## config.mk

```make
export PLATFORM = sky130hd
export DESIGN_NAME = alu_share_arbiter
export DESIGN_NICKNAME = d
export VERILOG_FILES = /design/src/rtl/alu_share_arbiter.sv
export SDC_FILE = /design/constraint.sdc
export NUM_CORES = 1
export LEC_CHECK = 0
export BUFFER_PORTS_ARGS = -buffer_cell sky130_fd_sc_hd__buf_4
export CORE_AREA = 8 8 158 160
export CTS_CLUSTER_DIAMETER = 200
export DETAILED_ROUTE_END_ITERATION = 12
export DIE_AREA = 0 0 166 168
export GPL_TIMING_DRIVEN = 0
export PLACE_DENSITY = 0.57
export SYNTH_ARGS = -nofsm -noshare
export SYNTH_HDL_FRONTEND = slang
export SYNTH_SLANG_ARGS = --single-unit
```

## constraint.sdc

```tcl
create_clock -name clk -period 1.9 [get_ports clk]
set_input_delay 0.095 -clock clk [delete_from_list [all_inputs] [get_ports clk]]
set_output_delay 0.095 -clock clk [all_outputs]
set_load 0.005 [all_outputs]
```

## src/rtl/alu_share_arbiter.sv

```systemverilog
// Purpose : round-robin share of one combinational 32-bit ALU among NREQ valid/ready requesters.
// Latency : request accepted at cycle T -> resp_valid at T+2; at least 3 cycles per operation.
// Backpr. : a stalled response (resp_ready low) holds RESP and blocks every other requester.
//
// Ports:
//   clk, reset_n                  clock, synchronous active-low reset
//   req_valid/req_ready           per-requester request handshake (ready one-hot or zero)
//   req_a/req_b/req_op            packed operands / ALUControl, requester i at [32*i+:32] / [3*i+:3]
//   resp_valid/resp_ready         per-requester response handshake (valid one-hot or zero)
//   resp_result/resp_flags/resp_err  captured result, {N,Z,C,V}, illegal-opcode flag (0 outside RESP)
//   alu_a/alu_b/alu_ctrl          operands to the ALU, driven only in EXEC
//   alu_result/alu_flags          ALU outputs, captured at the end of EXEC
// Optional feature: define ALU_ILLEGAL_OP_CHECK_EN to trap opcodes 3'b101..3'b111
// (ALU sees ADD, response forced to result 0, flags 0, resp_err 1).
module alu_share_arbiter #(
    parameter int NREQ = 4
) (
    input  logic                 clk,
    input  logic                 reset_n,
    input  logic [NREQ-1:0]      req_valid,
    output logic [NREQ-1:0]      req_ready,
    input  logic [NREQ*32-1:0]   req_a,
    input  logic [NREQ*32-1:0]   req_b,
    input  logic [NREQ*3-1:0]    req_op,
    output logic [NREQ-1:0]      resp_valid,
    input  logic [NREQ-1:0]      resp_ready,
    output logic [31:0]          resp_result,
    output logic [3:0]           resp_flags,
    output logic                 resp_err,
    output logic [31:0]          alu_a,
    output logic [31:0]          alu_b,
    output logic [2:0]           alu_ctrl,
    input  logic [31:0]          alu_result,
    input  logic [3:0]           alu_flags
);

    localparam int PTR_W = $clog2(NREQ);

    typedef enum logic [1:0] {
        S_IDLE = 2'b00,
        S_EXEC = 2'b01,
        S_RESP = 2'b10
    } state_t;

    state_t             r_state;
    state_t             w_next;
    logic [PTR_W-1:0]   r_ptr;
    logic [PTR_W-1:0]   r_grant;
    logic [31:0]        r_a;
    logic [31:0]        r_b;
    logic [2:0]         r_op;
    logic [31:0]        r_result;
    logic [3:0]         r_flags;
    logic               r_err;

    logic               w_found;
    logic [PTR_W-1:0]   w_winner;
    logic [PTR_W-1:0]   w_idx;
    logic               w_accept;
    logic               w_release;
    logic               w_illegal;

`ifdef ALU_ILLEGAL_OP_CHECK_EN
    assign w_illegal = (r_op >= 3'b101);
`else
    assign w_illegal = 1'b0;
`endif

    // Round-robin search: the first valid requester at or after the pointer wins.
    always_comb begin
        w_found  = 1'b0;
        w_winner = '0;
        w_idx    = '0;
        for (int k = 0; k < NREQ; k++) begin
            w_idx = PTR_W'((int'(r_ptr) + k) % NREQ);
            if (!w_found && req_valid[w_idx]) begin
                w_found  = 1'b1;
                w_winner = w_idx;
            end
        end
    end

    always_ff @(posedge clk) begin
        if (!reset_n) begin
            r_state <= S_IDLE;
        end else begin
            r_state <= w_next;
        end
    end

    // Next state and all outputs; everything is forced to 0 while reset is held
    // so nothing leaks out before the first reset edge sets the state.
    always_comb begin
        w_next      = r_state;
        w_accept    = 1'b0;
        w_release   = 1'b0;
        req_ready   = '0;
        resp_valid  = '0;
        resp_result = '0;
        resp_flags  = '0;
        resp_err    = 1'b0;
        alu_a       = '0;
        alu_b       = '0;
        alu_ctrl    = '0;
        if (reset_n) begin
            case (r_state)
                S_IDLE: begin
                    if (w_found) begin
                        req_ready[w_winner] = 1'b1;
                        w_accept            = 1'b1;
                        w_next              = S_EXEC;
                    end
                end
                S_EXEC: begin
                    alu_a    = r_a;
                    alu_b    = r_b;
                    alu_ctrl = w_illegal ? 3'b000 : r_op;
                    w_next   = S_RESP;
                end
                S_RESP: begin
                    resp_valid[r_grant] = 1'b1;
                    resp_result         = r_result;
                    resp_flags          = r_flags;
                    resp_err            = r_err;
                    if (resp_ready[r_grant]) begin
                        w_release = 1'b1;
                        w_next    = S_IDLE;
                    end
                end
                default: w_next = S_IDLE;
            endcase
        end
    end

    always_ff @(posedge clk) begin
        if (!reset_n) begin
            r_ptr    <= '0;
            r_grant  <= '0;
            r_a      <= '0;
            r_b      <= '0;
            r_op     <= '0;
            r_result <= '0;
            r_flags  <= '0;
            r_err    <= 1'b0;
        end else begin
            if (w_accept) begin
                r_grant <= w_winner;
                r_a     <= req_a[32*w_winner +: 32];
                r_b     <= req_b[32*w_winner +: 32];
                r_op    <= req_op[3*w_winner +: 3];
            end
            if (r_state == S_EXEC) begin
                r_result <= w_illegal ? 32'h0 : alu_result;
                r_flags  <= w_illegal ? 4'h0  : alu_flags;
                r_err    <= w_illegal;
            end
            // Pointer moves only on a completed response, so a dropped
            // transaction never advances the rotation.
            if (w_release) begin
                r_ptr <= (r_grant == PTR_W'(NREQ-1)) ? '0 : r_grant + PTR_W'(1);
            end
        end
    end

endmodule

```

==> metrics <==
routability cong. 0.812; via/cell ratio 4.93; CTS Buf Count 9; WP depth 6; First-pass DRT Iterations 4; Nets 1,503; worst hold-check path type in2reg; core area 22,400 um^2; via count 7,263; Worst path slowest cell dfxtp_2; latest clock arrival within the worst-skew pair 0.35 ns; Req. time, crit path 1.80 ns; Crit Path Max Fanout 10; VDD IR max 306 uV; H-tree Lvls 3; Final Util 49.0%; Crit path max-delay family buffers and inverters; first-pass GRT wire length 46,100 um; commonest non-fill, non-tap cell in the layout buf_4; hold path depth 3; # placed instances 1,425; DR iter-0 viols 390; Non-Filler Instances 1,474; Root Buffer clkbuf_16; DRC 0; final hold vios 0; hold endpoint r_result[12]; Leak 5.66 nW; hold path start alu_result[12]; number of global-route vias before repair 7,726; element type at the critical path start register; Clock Path Buffers 2; post-synth cell types 38; CTS tree yes; crit path time final 1.82 ns; Max-cap violations 0; IO buf count 424; FF-to-FF path depth 7; worst r2r dst r_a[27]; crit path setup slack, layout 0.0792 ns; clock sink count 109; Mapped Nets 1,034; antenna viol nets, final 0; Final period util 95.8%; initial antenna violation count 2; Critical R2R Launch r_ptr[0]; Tot GR Track Use 21.2%; share of layout cells above drive strength 1 44.7%; pin count of the biggest net entering global routing 17; Initial Utilization 29.9%; global route total overflow 0; status completed; IO Count 426; Placed Area 10,200 um^2; routed length per instance 21.1 um; reg2reg setup slack 0.09 ns; Worst-path clk slew 0.07 ns; commonest non-fill, non-tap cells in the layout buf_4, mux2i_1, dfxtp_1; Die X-Extent 166 um; Warnings, synthesis 0; Die Span Y 168 um; number of synthesized register bits 109; crit path cell chain nor2_2, o311ai_4, buf_6, buf_2, nor3_1, buf_4; max incr delay on CP 0.35 ns; CP Buf/Inv Count 3; sequential fraction of the synthesis area 32.7%; Netlist Area Pre-Place 6680 um^2; Synth Instances 716; pwr dens 602 nW/um^2; Fmax 549 MHz; Max-Slew Margin vs Limit 43.2%; row count 55; WL final 31,200 um; worst slew pin tran 0.852 ns; Syn Area/Cell 9.33 um^2; HPWL after detailed placement 25,500 um; Worst setup EP type output port; max-slew violations 0; antenna fix cells 0; post-route design area 11,000 um^2; Setup Skew 0.00883 ns; critical path type reg2out; Die ar. 27,900 um^2; WP data arrival 1.73 ns; RSZ-0062 raised after global routing yes; worst slack, placed -0.162 ns; Synth-to-Final Area Change 64.1%; final setup fails 0
-- synth_stat cells (all sizes together) --
| cell type | count | area share (%) |
|---|---|---|
| a21boi | 38 | 4.3 |
| a21oi | 1 | 0.075 |
| a221oi | 1 | 0.22 |
| and2 | 40 | 3.7 |
| and3 | 67 | 6.3 |
| and3b | 1 | 0.13 |
| and4b | 1 | 0.21 |
| buf | 30 | 5.5 |
| clkbuf | 46 | 2.6 |
| conb | 1 | 0.056 |
| dfxtp | 109 | 33 |
| ha | 4 | 0.75 |
| inv | 5 | 0.28 |
| mux2i | 135 | 20 |
| mux4 | 1 | 0.34 |
| nand2 | 77 | 4.3 |
| nand2b | 3 | 0.28 |
| nand3 | 68 | 5.1 |
| nor2 | 3 | 0.28 |
| nor2b | 2 | 0.19 |
| nor3 | 5 | 0.37 |
| nor3b | 1 | 0.11 |
| o21a | 1 | 0.11 |
| o21ai | 2 | 0.15 |
| o221ai | 68 | 11 |
| o311ai | 1 | 0.39 |
| or2 | 3 | 0.32 |
| or2b | 1 | 0.11 |
| or3 | 1 | 0.094 |
-- what timing repair did --
action,in CTS,in global routing
setup endpoints to repair,163,93
resized for setup,23,38
hold endpoints to repair,28,0
setup buffers,0,6
hold buffers,28,0
pin swaps,1,1
gates cloned,0,0
-- power by group --
part	leakage (nW)	switching, mW	internal, mW
registers	0.901	0.132	2.57
logic	4.63	0.943	1.13
clock network	0.133	0.902	0.926
-- state kept, by name (all words and copies together), names as in the netlist --
name,count
r_a,32
r_flags,4
r_ptr,2
r_op,3
r_state,2
r_result,32
r_grant,2
r_b,32
-- cell families after synthesis --
| kind of cell | share of synthesized area (%) |
|---|---|
| fa+ha+maj | 0.749 |
| flops | 32.7 |
| buf+inv | 8.35 |
| compound gates | 16.1 |
| simple gates | 21.5 |
| other cells | 0.0561 |
| mux | 20.6 |
-- routing by layer --
layer | up-vias | part of all wire, % | wire (um) | GRT usage (%)
met5 | - | 0.074 | 23 | 0
met4 | 4 | 1.0 | 312 | 4.19
met3 | 21 | 7.7 | 2410 | 6.99
met2 | 277 | 51 | 16000 | 39.0
met1 | 3392 | 40 | 12400 | 23.6
li1 | 3569 | - | - | -
-- how the worst max path moves through the flow --
stage          startpoint            to  slack (ns)
2_1_floorplan    r_ptr[1]        r_a[1]        0.33
3_3_place_gp   r_state[0]     alu_b[30]       -0.15
3_5_place_dp     r_ptr[1]        r_a[4]       -0.16
4_1_cts          r_ptr[0]  req_ready[1]       -0.02
5_1_grt        r_state[1]  req_ready[0]      -0.008
6_report       r_state[1]  req_ready[0]        0.08
-- worst reg2reg max path: cells and delay by family, from the launching register on --
kind / cells / cell delay, ns
AO/OA/AOI/OAI: 1 / 0.13
buffers and inverters: 2 / 0.40
flip-flops: 1 / 0.34
multiplexers: 1 / 0.32
AND/OR/NAND/NOR: 3 / 0.51
-- area by class of cell --
class	instances	area, um^2
Clock buffer	12	246
Fill cell	2208	11400
Buffer	76	603
Clock inverter	3	22.5
Inverter	5	18.8
Sequential cell	109	2190
Multi-Input combinational cell	526	4020
Tap cell	285	357
Timing Repair Buffer	458	3510
-- through the flow --
stage                     hold slack (ns)  total power [mW]  setup TNS (ns)
final                              0.0113              6.60               0
after global routing               0.0108              6.93        -0.00751
after CTS                         0.00295              6.61         -0.0169
after detailed placement            0.365              4.72           -6.17
after global placement              0.360              4.71           -7.16
after floorplan                     0.234              3.75               0
Power figures use the tool's default switching activity.
